<file path="config.mk">
export PLATFORM = sky130hd
export DESIGN_NAME = avr_cpu_reg_writeback
export DESIGN_NICKNAME = d
export VERILOG_FILES = /design/src/rtl/avr_cpu_reg_writeback.sv
export SDC_FILE = /design/constraint.sdc
export NUM_CORES = 1
export LEC_CHECK = 0
export BUFFER_PORTS_ARGS = -buffer_cell sky130_fd_sc_hd__buf_4
export CAP_MARGIN = 20
export CELL_PAD_IN_SITES_DETAIL_PLACEMENT = 0
export CELL_PAD_IN_SITES_GLOBAL_PLACEMENT = 1
export CORE_ASPECT_RATIO = 0.75
export CORE_MARGIN = 2
export CORE_UTILIZATION = 42
export DETAILED_ROUTE_END_ITERATION = 10
export GPL_TIMING_DRIVEN = 1
export PLACE_DENSITY = 0.9
export SYNTH_ARGS = -nofsm -noshare
export SYNTH_HDL_FRONTEND = slang
export SYNTH_SLANG_ARGS = --single-unit
</file>
<file path="constraint.sdc">
create_clock -name clk -period 2.6 [get_ports clk]
set_input_delay 0.52 -clock clk [delete_from_list [all_inputs] [get_ports clk]]
set_output_delay 0.52 -clock clk [all_outputs]
set_load 0.01 [all_outputs]
</file>
<file path="src/rtl/avr_cpu_reg_writeback.sv">
`default_nettype none
// ============================================================================
// Module   : avr_cpu_reg_writeback
// Function : Serializes queued byte/pair writes onto the single register-file
//            d port; refreshes the addressed register when no write is due.
// Revision : 1.0
// ============================================================================
module avr_cpu_reg_writeback #(
    parameter int DEPTH = 2
) (
    input  logic        clk,
    input  logic        rst,
    input  logic        req_valid,
    output logic        req_ready,
    input  logic [4:0]  req_addr,
    input  logic        req_wide,
    input  logic [15:0] req_data,
    input  logic [4:0]  rd_addr,
    output logic [7:0]  rd_data,
    output logic        rd_stall,
    output logic [4:0]  rf_d_addr,
    output logic [7:0]  rf_d_in,
    input  logic [7:0]  rf_d_out
);

    localparam int PTR_W = (DEPTH > 1) ? $clog2(DEPTH) : 1;
    localparam int CNT_W = $clog2(DEPTH + 1);
    localparam logic [CNT_W-1:0] C_DEPTH = CNT_W'(DEPTH);
    localparam logic [CNT_W-1:0] C_ONE   = CNT_W'(1);
    localparam logic [PTR_W-1:0] C_PONE  = PTR_W'(1);

    typedef enum logic [1:0] {
        IDLE  = 2'd0,
        WR_LO = 2'd1,
        WR_HI = 2'd2
    } state_t;

    state_t           r_state;
    state_t           w_state_next;
    logic [PTR_W-1:0] r_wr_ptr;
    logic [PTR_W-1:0] r_rd_ptr;
    logic [CNT_W-1:0] r_count;
    logic [CNT_W-1:0] w_count_next;

    logic [4:0]  r_mem_addr [DEPTH];
    logic        r_mem_wide [DEPTH];
    logic [15:0] r_mem_data [DEPTH];

    logic        w_push;
    logic        w_pop;
    logic [4:0]  w_head_addr;
    logic        w_head_wide;
    logic [15:0] w_head_data;

    assign w_head_addr = r_mem_addr[r_rd_ptr];
    assign w_head_wide = r_mem_wide[r_rd_ptr];
    assign w_head_data = r_mem_data[r_rd_ptr];

    // Ready depends only on the registered occupancy and the reset pin.
    assign req_ready = rst && (r_count < C_DEPTH);
    assign w_push    = req_valid && req_ready;
    assign w_pop     = ((r_state == WR_LO) && !w_head_wide) || (r_state == WR_HI);

    always_comb begin
        w_count_next = r_count;
        if (w_push && !w_pop) begin
            w_count_next = r_count + C_ONE;
        end else if (!w_push && w_pop) begin
            w_count_next = r_count - C_ONE;
        end
    end

    // Leaving IDLE on the accepting edge lets a byte hit the port the next cycle.
    always_comb begin
        w_state_next = r_state;
        case (r_state)
            IDLE: begin
                if ((r_count != '0) || w_push) begin
                    w_state_next = WR_LO;
                end
            end
            WR_LO: begin
                if (w_head_wide) begin
                    w_state_next = WR_HI;
                end else if (w_count_next != '0) begin
                    w_state_next = WR_LO;
                end else begin
                    w_state_next = IDLE;
                end
            end
            WR_HI: begin
                if (w_count_next != '0) begin
                    w_state_next = WR_LO;
                end else begin
                    w_state_next = IDLE;
                end
            end
            default: w_state_next = IDLE;
        endcase
    end

    always_ff @(posedge clk or negedge rst) begin
        if (!rst) begin
            r_state  <= IDLE;
            r_wr_ptr <= '0;
            r_rd_ptr <= '0;
            r_count  <= '0;
        end else begin
            r_state <= w_state_next;
            r_count <= w_count_next;
            if (w_push) begin
                r_wr_ptr <= r_wr_ptr + C_PONE;
            end
            if (w_pop) begin
                r_rd_ptr <= r_rd_ptr + C_PONE;
            end
        end
    end

    // Pair writes always start on the even register of the pair.
    always_ff @(posedge clk) begin
        if (w_push) begin
            r_mem_addr[r_wr_ptr] <= req_wide ? {req_addr[4:1], 1'b0} : req_addr;
            r_mem_wide[r_wr_ptr] <= req_wide;
            r_mem_data[r_wr_ptr] <= req_data;
        end
    end

    always_comb begin
        rf_d_addr = rd_addr;
        rf_d_in   = rf_d_out;
        case (r_state)
            WR_LO: begin
                rf_d_addr = w_head_addr;
                rf_d_in   = w_head_data[7:0];
            end
            WR_HI: begin
                rf_d_addr = {w_head_addr[4:1], 1'b1};
                rf_d_in   = w_head_data[15:8];
            end
            default: begin
                rf_d_addr = rd_addr;
                rf_d_in   = rf_d_out;
            end
        endcase
    end

    // No forwarding: any pending write holds the decoder off.
    assign rd_stall = !rst || (r_state != IDLE) || (r_count != '0);
    assign rd_data  = rd_stall ? 8'h00 : rf_d_out;

endmodule
`default_nettype wire
</file>
==> results.yml <==
synth:
  synth_largest_area_cell: "edfxtp_1"
  synth_nets: 203
  synth_top_area_share_pct: 57.2
  yosysSeqAreaShare_pct: 63.7
  netlist_instances: 160
  synth_area_per_cell_um2: 14.4
  netlist_area_um2: 2310
  synthTopCellsByArea: "edfxtp_1 57%, dfrtp_1 6.5%, mux2_4 4.6%"
  yosysUniqueCellTypes: 27
  yosys_register_bits: 50
  yosys_warnings: 0
setup_path:
  cp_cell_sequence: "inv_1, ha_1, o21ai_0, o22ai_1, buf_4"
  crit_cells: 5
  crit_required_ns: 2.08
  worstPathArrival_ns: 1.81
  slowest_stage: "o21ai_0"
  critPathMaxStageDelay_ns: 0.50
  worstSetupStartpointType: "flop"
  cp-end-kind: "primary output"
  r2r_cells: 5
  critPathTopFamily: "compound AO/OA/AOI/OAI gates"
  critical_path_peak_fanout: 4
  crit_type: "flop to primary output"
  crit_buf_inv: 2
route:
  drc: 0
  drtIter0Drc: 73
  wire_per_inst_um: 15.0
  vias: 1444
  drtAntennaViolNets: 0
  wirelength_mm: 4.53
  dr.pass1.iters: 4
  via_per_inst: 4.78
global_routing:
  grt_overflow: 0
  antenna_found_initial: 0
  grt_pass1_vias: 1357
  grt_pass1_wl_mm: 6.62
  grt_max_degree: 23
  grt_use_total_pct: 14.8
die:
  dieArea_um2: 6110
  coreArea_um2: 5320
  initial_core_util_pct: 43.4
  die_w_um: 89.6
  io_pins: 61
  fp.dieH_um: 68.2
  rows: 23
sta:
  max_freq_ghz: 0.429
  layout_min_cycle_time_ns: 2.33
  fin_crit_sh_pct: 89.7
  setup_viol: 0
  fin_skew_ns: 0.00525
  finalSetupTns_ns: 0
  hold_viol: 0
  maxSlewViolCount: 0
  tightest_slew_ns: 0.597
  rsz0062_at_grt: "false"
  fin_hold_ws_ns: 0.0456
  relSlewSlack_pct: 59.8
clock_tree:
  clock_latency_ns: 0.29
  cts_buffers: 5
  cts_root_buf: "clkbuf_8"
  postCtsSetupBuffers: 0
  tritoncts: "done"
  clock_sinks: 50
  cts_resized: 0
  cts.path.max_buffers: 2
  cts_hold_buf: 0
  clk_pin_slew_ns: 0.08
  htreeDepth: 2
placed_design:
  port_buffers: 60
  post-dp-hpwl_mm: 3.16
  place.gp.congestion: 0.755
final_layout:
  final_common_cell: "buf_4"
  seqCellArea_um2: 1470
  num-nets-final: 269
  multi_input_comb_area_um2: 744
  final_cell_mix: "68 x buf_4, 44 x edfxtp_1, 12 x a21oi_1, 11 x nor2_1, 10 x inv_1"
  diodes: 0
  syn2layout_area_growth_pct: 27.4
  fillCellCount: 456
  drive_gt1_share_pct: 41.0
  utilization_pct: 55.3
hold_path:
  min_path_type: "input pin to asynchronous set/reset pin"
run_status:
  status: "completed"
flow_run:
  maxCapViolations: 0
power:
  leakagePower_nw: 1.21
  ir_worst_vdd_mv: 0.583
  p_per_area_nw_per_um2: 1050
[per-layer routing]
| metal | vias to the layer above | part of all wire [%] | wire [um] | global-route usage, % |
|---|---|---|---|---|
| met4 | 0 | 0.82 | 37 | 3.73 |
| met5 | - | 0 | 0 | 0 |
| li1 | 714 | - | - | - |
| met2 | 41 | 48 | 2170 | 23.9 |
| met3 | 4 | 4.7 | 213 | 3.74 |
| met1 | 685 | 46 | 2110 | 20.3 |
[worst register-to-register path, delay by kind of cell, from the launching register on]
kind | cells | cell delay (ns)
buf+inv | 1 | 0.31
compound gates | 3 | 0.53
flops | 1 | 0.35
mux | 1 | 0.31
[logic make-up after synthesis]
logic type / share of synthesized area, %
AOI/OAI and AO/OA: 7.86
xor gates and xnor gates: 1.52
adders and majority gates: 2.71
buffers and inverters: 4.12
DFF: 63.7
muxes: 12.6
and+or+nand+nor: 7.43
[final timing paths]
| kind | to | startpoint | slack (ns) |
|---|---|---|---|
| min | r_wr_ptr | rst | 0.05 |
| min in group clk | r_mem_data[1][5] | req_data[5] | 0.41 |
| max reg2reg | r_state[0] | r_rd_ptr | 1.03 |
| max | rf_d_addr[3] | r_state[1] | 0.27 |
| min reg2reg | r_wr_ptr | r_wr_ptr | 0.52 |
| max in group asynchronous | r_state[1] | rst | 2.41 |
[synth_stat cells]
| cell type | count |
|---|---|
| edfxtp_1 | 44 |
| a21oi_1 | 12 |
| nor2_1 | 12 |
| inv_1 | 10 |
| and2_1 | 9 |
| a22oi_1 | 8 |
| mux2_2 | 7 |
| mux2_4 | 7 |
| dfrtp_1 | 6 |
| clkbuf_1 | 5 |
| ha_1 | 5 |
| mux2_1 | 4 |
| mux2i_1 | 4 |
| o22ai_1 | 4 |
| xnor2_1 | 4 |
| and3_1 | 3 |
| buf_6 | 3 |
| a21oi_2 | 2 |
| nor2b_1 | 2 |
| o21ai_0 | 2 |
| a211o_1 | 1 |
| and3b_1 | 1 |
| buf_2 | 1 |
| mux2i_4 | 1 |
| nand2_1 | 1 |
| nand2b_1 | 1 |
| nand3b_4 | 1 |
[metrics by stage]
step                setup WS [ns]  area (um2)  instances  power [mW]
global route                0.128        2940        302        3.28
finish                      0.268        2940        302        3.09
CTS                         0.220        2940        302        3.11
detailed placement          0.553        2860        294        2.68
global placement            0.604        2860        294        2.66
floorplan                   0.644        2310        160        2.07
[flip-flops by register name (all words and copies together) (netlist names)]
name and count:
r_mem_data 32, r_state 2, r_rd_ptr 1, r_mem_wide 2, r_count 2, r_wr_ptr 1, r_mem_addr 10
[power by group]
part / switching (mW) / internal, mW / total [mW]
Combinational: 0.810 / 0.805 / 1.61
Sequential: 0.0525 / 0.987 / 1.04
Clock: 0.243 / 0.191 / 0.434
[final cells by class]
cell class	count	share of cell area (%)
Clock buffer	7	2.59
Clock inverter	1	0.255
Inverter	10	1.28
Multi-Input combinational cell	91	25.3
Sequential cell	50	50.0
Tap cell	75	3.19
Timing Repair Buffer	68	17.4
No activity file was read; power rests on OpenSTA's default activity.
